### config.mk
export PLATFORM = sky130hd
export DESIGN_NAME = muldiv_unit
export DESIGN_NICKNAME = d
export VERILOG_FILES = /design/src/rtl/muldiv_unit.sv
export SDC_FILE = /design/constraint.sdc
export NUM_CORES = 1
export LEC_CHECK = 0
export BUFFER_PORTS_ARGS = -buffer_cell sky130_fd_sc_hd__buf_2
export CORE_MARGIN = 1.5
export CORE_UTILIZATION = 41
export CTS_CLUSTER_DIAMETER = 200
export CTS_CLUSTER_SIZE = 12
export DETAILED_ROUTE_END_ITERATION = 6
export GPL_TIMING_DRIVEN = 0
export SETUP_SLACK_MARGIN = 0.4
export SYNTH_ARGS = -nofsm -noshare
export SYNTH_HDL_FRONTEND = slang
export SYNTH_SLANG_ARGS = --single-unit
### constraint.sdc
create_clock -name clock -period 13.4 [get_ports clock]
set_input_delay 1.34 -clock clock [delete_from_list [all_inputs] [get_ports clock]]
set_output_delay 1.34 -clock clock [all_outputs]
set_load 0.01 [all_outputs]
### src/rtl/muldiv_unit.sv
// Iterative RV32M multiply/divide unit: shift-add multiply, restoring divide.
// Ports: clock, reset_n, start/funct3/op_a/op_b/rd_in in; busy/done/result/rd_out out.
module muldiv_unit #(
  parameter int XLEN  = 32,
  parameter int TAG_W = 5
) (
  input  logic             clock,
  input  logic             reset_n,
  input  logic             start,
  input  logic [2:0]       funct3,
  input  logic [XLEN-1:0]  op_a,
  input  logic [XLEN-1:0]  op_b,
  input  logic [TAG_W-1:0] rd_in,
  output logic             busy,
  output logic             done,
  output logic [XLEN-1:0]  result,
  output logic [TAG_W-1:0] rd_out
);

  localparam int CW = $clog2(XLEN);

  typedef enum logic [1:0] {
    S_IDLE,
    S_CALC,
    S_DONE
  } state_t;

  state_t           r_state;
  logic [CW-1:0]    r_cnt;
  logic [2:0]       r_funct3;
  logic [TAG_W-1:0] r_tag;
  logic             r_div;
  logic             r_neg;
  logic             r_rneg;
  logic [XLEN-1:0]  r_hi;
  logic [XLEN-1:0]  r_lo;
  logic [XLEN-1:0]  r_op;

  logic             w_a_sgn;
  logic             w_b_sgn;
  logic             w_a_neg;
  logic             w_b_neg;
  logic [XLEN-1:0]  w_mag_a;
  logic [XLEN-1:0]  w_mag_b;
  logic             w_div0;
  logic             w_ovf;
  logic [XLEN-1:0]  w_fast_res;

  logic [XLEN:0]    w_add;
  logic [XLEN-1:0]  w_mul_hi;
  logic [XLEN-1:0]  w_mul_lo;
  logic [XLEN:0]    w_rem_sh;
  logic             w_fits;
  logic [XLEN-1:0]  w_sub;
  logic [XLEN-1:0]  w_div_hi;
  logic [XLEN-1:0]  w_div_lo;
  logic [XLEN-1:0]  w_hi_n;
  logic [XLEN-1:0]  w_lo_n;
  logic [2*XLEN-1:0] w_prod;
  logic [2*XLEN-1:0] w_prod_s;
  logic [XLEN-1:0]  w_quo;
  logic [XLEN-1:0]  w_rem;
  logic [XLEN-1:0]  w_final;
  logic             w_last;

  // Operand decode at accept time
  assign w_a_sgn = (funct3 == 3'b000) || (funct3 == 3'b001) ||
                   (funct3 == 3'b010) || (funct3 == 3'b100) ||
                   (funct3 == 3'b110);
  assign w_b_sgn = (funct3 == 3'b000) || (funct3 == 3'b001) ||
                   (funct3 == 3'b100) || (funct3 == 3'b110);
  assign w_a_neg = w_a_sgn & op_a[XLEN-1];
  assign w_b_neg = w_b_sgn & op_b[XLEN-1];
  assign w_mag_a = w_a_neg ? (~op_a + 1'b1) : op_a;
  assign w_mag_b = w_b_neg ? (~op_b + 1'b1) : op_b;

  assign w_div0 = funct3[2] && (op_b == '0);
  assign w_ovf  = ((funct3 == 3'b100) || (funct3 == 3'b110)) &&
                  (op_a == {1'b1, {(XLEN-1){1'b0}}}) &&
                  (op_b == '1);

  // Divide-by-zero: quotient all ones, remainder = dividend.
  // Overflow: quotient = dividend (0x80..0), remainder 0.
  always_comb begin
    w_fast_res = '0;
    if (w_div0)
      w_fast_res = funct3[1] ? op_a : '1;
    else
      w_fast_res = funct3[1] ? '0 : op_a;
  end

  // Multiply step: {hi,lo} shifts right, lo starts as the multiplier
  assign w_add    = {1'b0, r_hi} +
                    (r_lo[0] ? {1'b0, r_op} : '0);
  assign w_mul_hi = w_add[XLEN:1];
  assign w_mul_lo = {w_add[0], r_lo[XLEN-1:1]};

  // Restoring divide step: lo holds dividend bits, becomes quotient
  assign w_rem_sh = {r_hi, r_lo[XLEN-1]};
  assign w_fits   = (w_rem_sh >= {1'b0, r_op});
  // True difference is below the divisor, so the low XLEN bits suffice
  assign w_sub    = w_rem_sh[XLEN-1:0] - r_op;
  assign w_div_hi = w_fits ? w_sub : w_rem_sh[XLEN-1:0];
  assign w_div_lo = {r_lo[XLEN-2:0], w_fits};

  assign w_hi_n = r_div ? w_div_hi : w_mul_hi;
  assign w_lo_n = r_div ? w_div_lo : w_mul_lo;

  assign w_prod   = {w_hi_n, w_lo_n};
  assign w_prod_s = r_neg ? (~w_prod + 1'b1) : w_prod;
  assign w_quo    = r_neg ? (~w_lo_n + 1'b1) : w_lo_n;
  assign w_rem    = r_rneg ? (~w_hi_n + 1'b1) : w_hi_n;

  always_comb begin
    w_final = '0;
    unique case (1'b1)
      (r_funct3 == 3'b000): w_final = w_prod_s[XLEN-1:0];
      (r_funct3[2] == 1'b0 && r_funct3 != 3'b000):
        w_final = w_prod_s[2*XLEN-1:XLEN];
      (r_funct3[2:1] == 2'b10): w_final = w_quo;
      (r_funct3[2:1] == 2'b11): w_final = w_rem;
      default: w_final = '0;
    endcase
  end

  assign w_last = (r_cnt == CW'(XLEN-1));

  always_ff @(posedge clock or negedge reset_n) begin
    if (!reset_n) begin
      r_state  <= S_IDLE;
      r_cnt    <= '0;
      r_funct3 <= '0;
      r_tag    <= '0;
      r_div    <= 1'b0;
      r_neg    <= 1'b0;
      r_rneg   <= 1'b0;
      r_hi     <= '0;
      r_lo     <= '0;
      r_op     <= '0;
      busy     <= 1'b0;
      done     <= 1'b0;
      result   <= '0;
      rd_out   <= '0;
    end else begin
      unique case (r_state)
        S_IDLE: begin
          if (start) begin
            r_funct3 <= funct3;
            r_tag    <= rd_in;
            r_div    <= funct3[2];
            r_neg    <= w_a_neg ^ w_b_neg;
            r_rneg   <= w_a_neg;
            r_cnt    <= '0;
            r_hi     <= '0;
            r_lo     <= funct3[2] ? w_mag_a : w_mag_b;
            r_op     <= funct3[2] ? w_mag_b : w_mag_a;
            if (w_div0 || w_ovf) begin
              result  <= w_fast_res;
              rd_out  <= rd_in;
              done    <= 1'b1;
              r_state <= S_DONE;
            end else begin
              busy    <= 1'b1;
              r_state <= S_CALC;
            end
          end
        end
        S_CALC: begin
          r_hi  <= w_hi_n;
          r_lo  <= w_lo_n;
          r_cnt <= r_cnt + 1'b1;
          if (w_last) begin
            result  <= w_final;
            rd_out  <= r_tag;
            r_cnt   <= '0;
            busy    <= 1'b0;
            done    <= 1'b1;
            r_state <= S_DONE;
          end
        end
        S_DONE: begin
          done    <= 1'b0;
          r_state <= S_IDLE;
        end
        default: begin
          busy    <= 1'b0;
          done    <= 1'b0;
          r_state <= S_IDLE;
        end
      endcase
    end
  end

endmodule
==> impl_metrics.toml <==
[worst_setup_path]
crit_path_cell_trace = "buf_2 > buf_1 > buf_2 > buf_2 > buf_2 > buf_2 > buf_1 > nand2_1 > o21ai_0 > ha_1 > nand2_1 > or3_1 > or2_2 > nor2_1 > and3_1 > a21oi_1 > xnor2_1 > a222oi_1 > nor2_1 > a21oi_1 > o21ai_0"
regToRegEndpoint = "result[4]"
rr_worst_depth = 21
worst_r2r_startpoint = "r_funct3[2]"
crit_type = "reg -> reg"
cp_max_fo = 10
crit_required_ns = 13.74
slowest_stage = "buf_1"
rrSetupSlack_ns = 6.28
worst_setup_path_start_kind = "flip-flop"
crit_arrival_ns = 7.46
path_common_cell = "buf_2"
max_stage_delay_ns = 0.74
end_kind = "flip-flop"

[logic_synthesis]
seq_area_frac_synth_pct = 23.35
ys_dominant_reg_cell = "dfrtp_1"
synth_enable_flop_cells = 0
netlist_area_sq_um = 16290
syn_inst = 2163
avgSynthCellArea_sq_um = 7.530
synthArstFlopShare_pct = 100.0
synth_seq_cells = 152
ys_warn_count = 0
yosysUniqueCellTypes = 99
syn_nets = 2311

[grt]
antenna_found_initial = 0
grt_pass1_vias = 16860
grt_max_degree = 92
grt_pass1_wl_microns = 112100
grt_remaining_overflow = 0
globalRouteTotalUtil_pct = 37.18

[timing]
drv_slew = 0
worst_pin_slew_ns = 1.057
slew_headroom_pct = 29.07
clock_skew_ns = 0.01740
layout_min_cycle_time_ns = 7.123
fin_crit_sh_pct = 53.16
final_hold_viol_count = 0
fin_tns_setup_ns = 0
rsz0062_at_grt = "no"
fmax_ghz = 0.1404
setup_viol = 0

[hold_path]
hold_end = "result[3]"
holdCritStartpoint = "result[3]"
hold_path_class = "reg -> reg"
hold_path_depth = 1

[route]
wl_per_cell_microns = 26.97
via_count = 18040
drc = 0
drt_iter0_drc = 2070
wl_microns = 76240
postRouteAntennaNets = 0
viasPerCell = 6.381
first_pass_iters = 6

[final_layout]
layout-drive-gt1-share_pct = 9.788
syn_to_final_growth_pct = 11.23
final_common_cell = "nand2_1"
fin_nets = 2444
antenna_cells = 0
final_cell_mix = "290 x nand2_1, 206 x o21ai_0, 160 x nor2_1"

[flow_run]
maxCapViolations = 0

[die]
die_h_microns = 202.3
ios = 114
coreArea_sq_um = 38920
fp-row-count = 72
die_area_sq_um = 40930
die_x_microns = 202.3
initial_utilization_pct = 41.85

[cts]
cts.root.buffer_cell = "clkbuf_16"
post_cts_buffers = 0
clkTransAtPathRegs_ns = 0.07
tritoncts = "done"
clkSinkCount = 152
cts-resized-gates = 0
cts_buffers = 17
cts_buffer_depth = 2
clock_latency_ns = 0.49
h-tree-depth = 4
hold_buffers = 0

[placed_design]
routabilityCongestion = 0.9960
post-dp-hpwl_microns = 62150
port_buffers = 113

[run_status]
outcome = "completed"
## how the worst max path moves through the flow
stage | cells after the start | from | slack (ns) | to
detailed placement | 21 | r_funct3[2] | 6.46 | result[4]
CTS | 21 | r_funct3[2] | 6.44 | result[4]
global route | 24 | r_op[18] | 6.01 | result[4]
finish | 21 | r_funct3[2] | 6.28 | result[4]
global placement | 24 | r_op[20] | 6.53 | result[4]
floorplan | 22 | r_hi[5] | 8.33 | result[24]
## per-stage QoR
stage / instance area [sq um] / hold WS, ns / std cells / setup WS [ns] / utilization (%)
2_1_floorplan: 16290 / 0.4639 / 2163 / 8.334 / -
3_3_place_gp: 17500 / 0.4620 / 2794 / 6.527 / 44.97
3_5_place_dp: 17540 / 0.4743 / 2795 / 6.464 / 45.07
4_1_cts: 18120 / 0.4919 / 2827 / 6.442 / 46.55
5_1_grt: 18120 / 0.5230 / 2827 / 6.005 / 46.55
6_report: 18120 / 0.4894 / 2827 / 6.277 / 46.55
## synth_stat cells, drive strengths merged (45+ instances only)
| library cell | instances | area share, % |
|---|---|---|
| nor3 | 66 | 2.1 |
| xnor2 | 108 | 5.8 |
| clkbuf | 103 | 2.4 |
| xor2 | 71 | 3.8 |
| and2 | 46 | 1.8 |
| nor2 | 161 | 3.8 |
| inv | 69 | 1.6 |
| nand2 | 292 | 6.8 |
| mux2i | 45 | 2.8 |
| ha | 71 | 5.5 |
| o21ai | 221 | 6.8 |
| dfrtp | 152 | 23 |
| a21oi | 159 | 4.9 |
## kinds of logic after synthesis
| family | synth area share [%] |
|---|---|
| DFF | 23.35 |
| xor gates and xnor gates | 9.625 |
| adders and majority gates | 6.929 |
| AOI/OAI and AO/OA | 29.07 |
| buffers and inverters | 4.878 |
| muxes | 3.733 |
| and+or+nand+nor | 22.42 |
## critical path, delay by kind of cell, from the launching register on
family,cells,cell delay (ns)
AOI/OAI and AO/OA,5,1.27
adders and majority gates,1,0.26
xor gates and xnor gates,1,0.14
buffers and inverters,7,3.02
DFF,1,0.40
and+or+nand+nor,7,1.88
## state kept, by name, indices dropped and copies added (netlist names)
name      cells
r_lo         32
r_tag         5
busy          1
rd_out        5
r_neg         1
r_state       2
r_cnt         5
r_funct3      3
result       32
r_hi         32
done          1
r_rneg        1
r_op         32
## final cells by class
type | instances | area [sq um]
Tap cell | 518 | 648.1
Inverter | 71 | 266.5
Buffer | 134 | 528.0
Fill cell | 4078 | 20800
Clock buffer | 18 | 439.2
Multi-Input combinational cell | 1806 | 11690
Sequential cell | 152 | 3804
Timing Repair Buffer | 114 | 603.1
Clock inverter | 14 | 138.9
## metal layers
layer  wire length [microns]  share of wire, %  up-vias  GRT usage, %
li1                        -                 -     8226             -
met1                   33890                44     8795         51.63
met2                   32380                42      859         54.79
met3                    6512               8.5      159         8.014
met4                    3458               4.5        0         17.17
met5                       0                 0        -             0
Power is left out: the tool's default activity adds up to more than one toggle a clock period on the data nets, which glitch-free logic cannot reach.
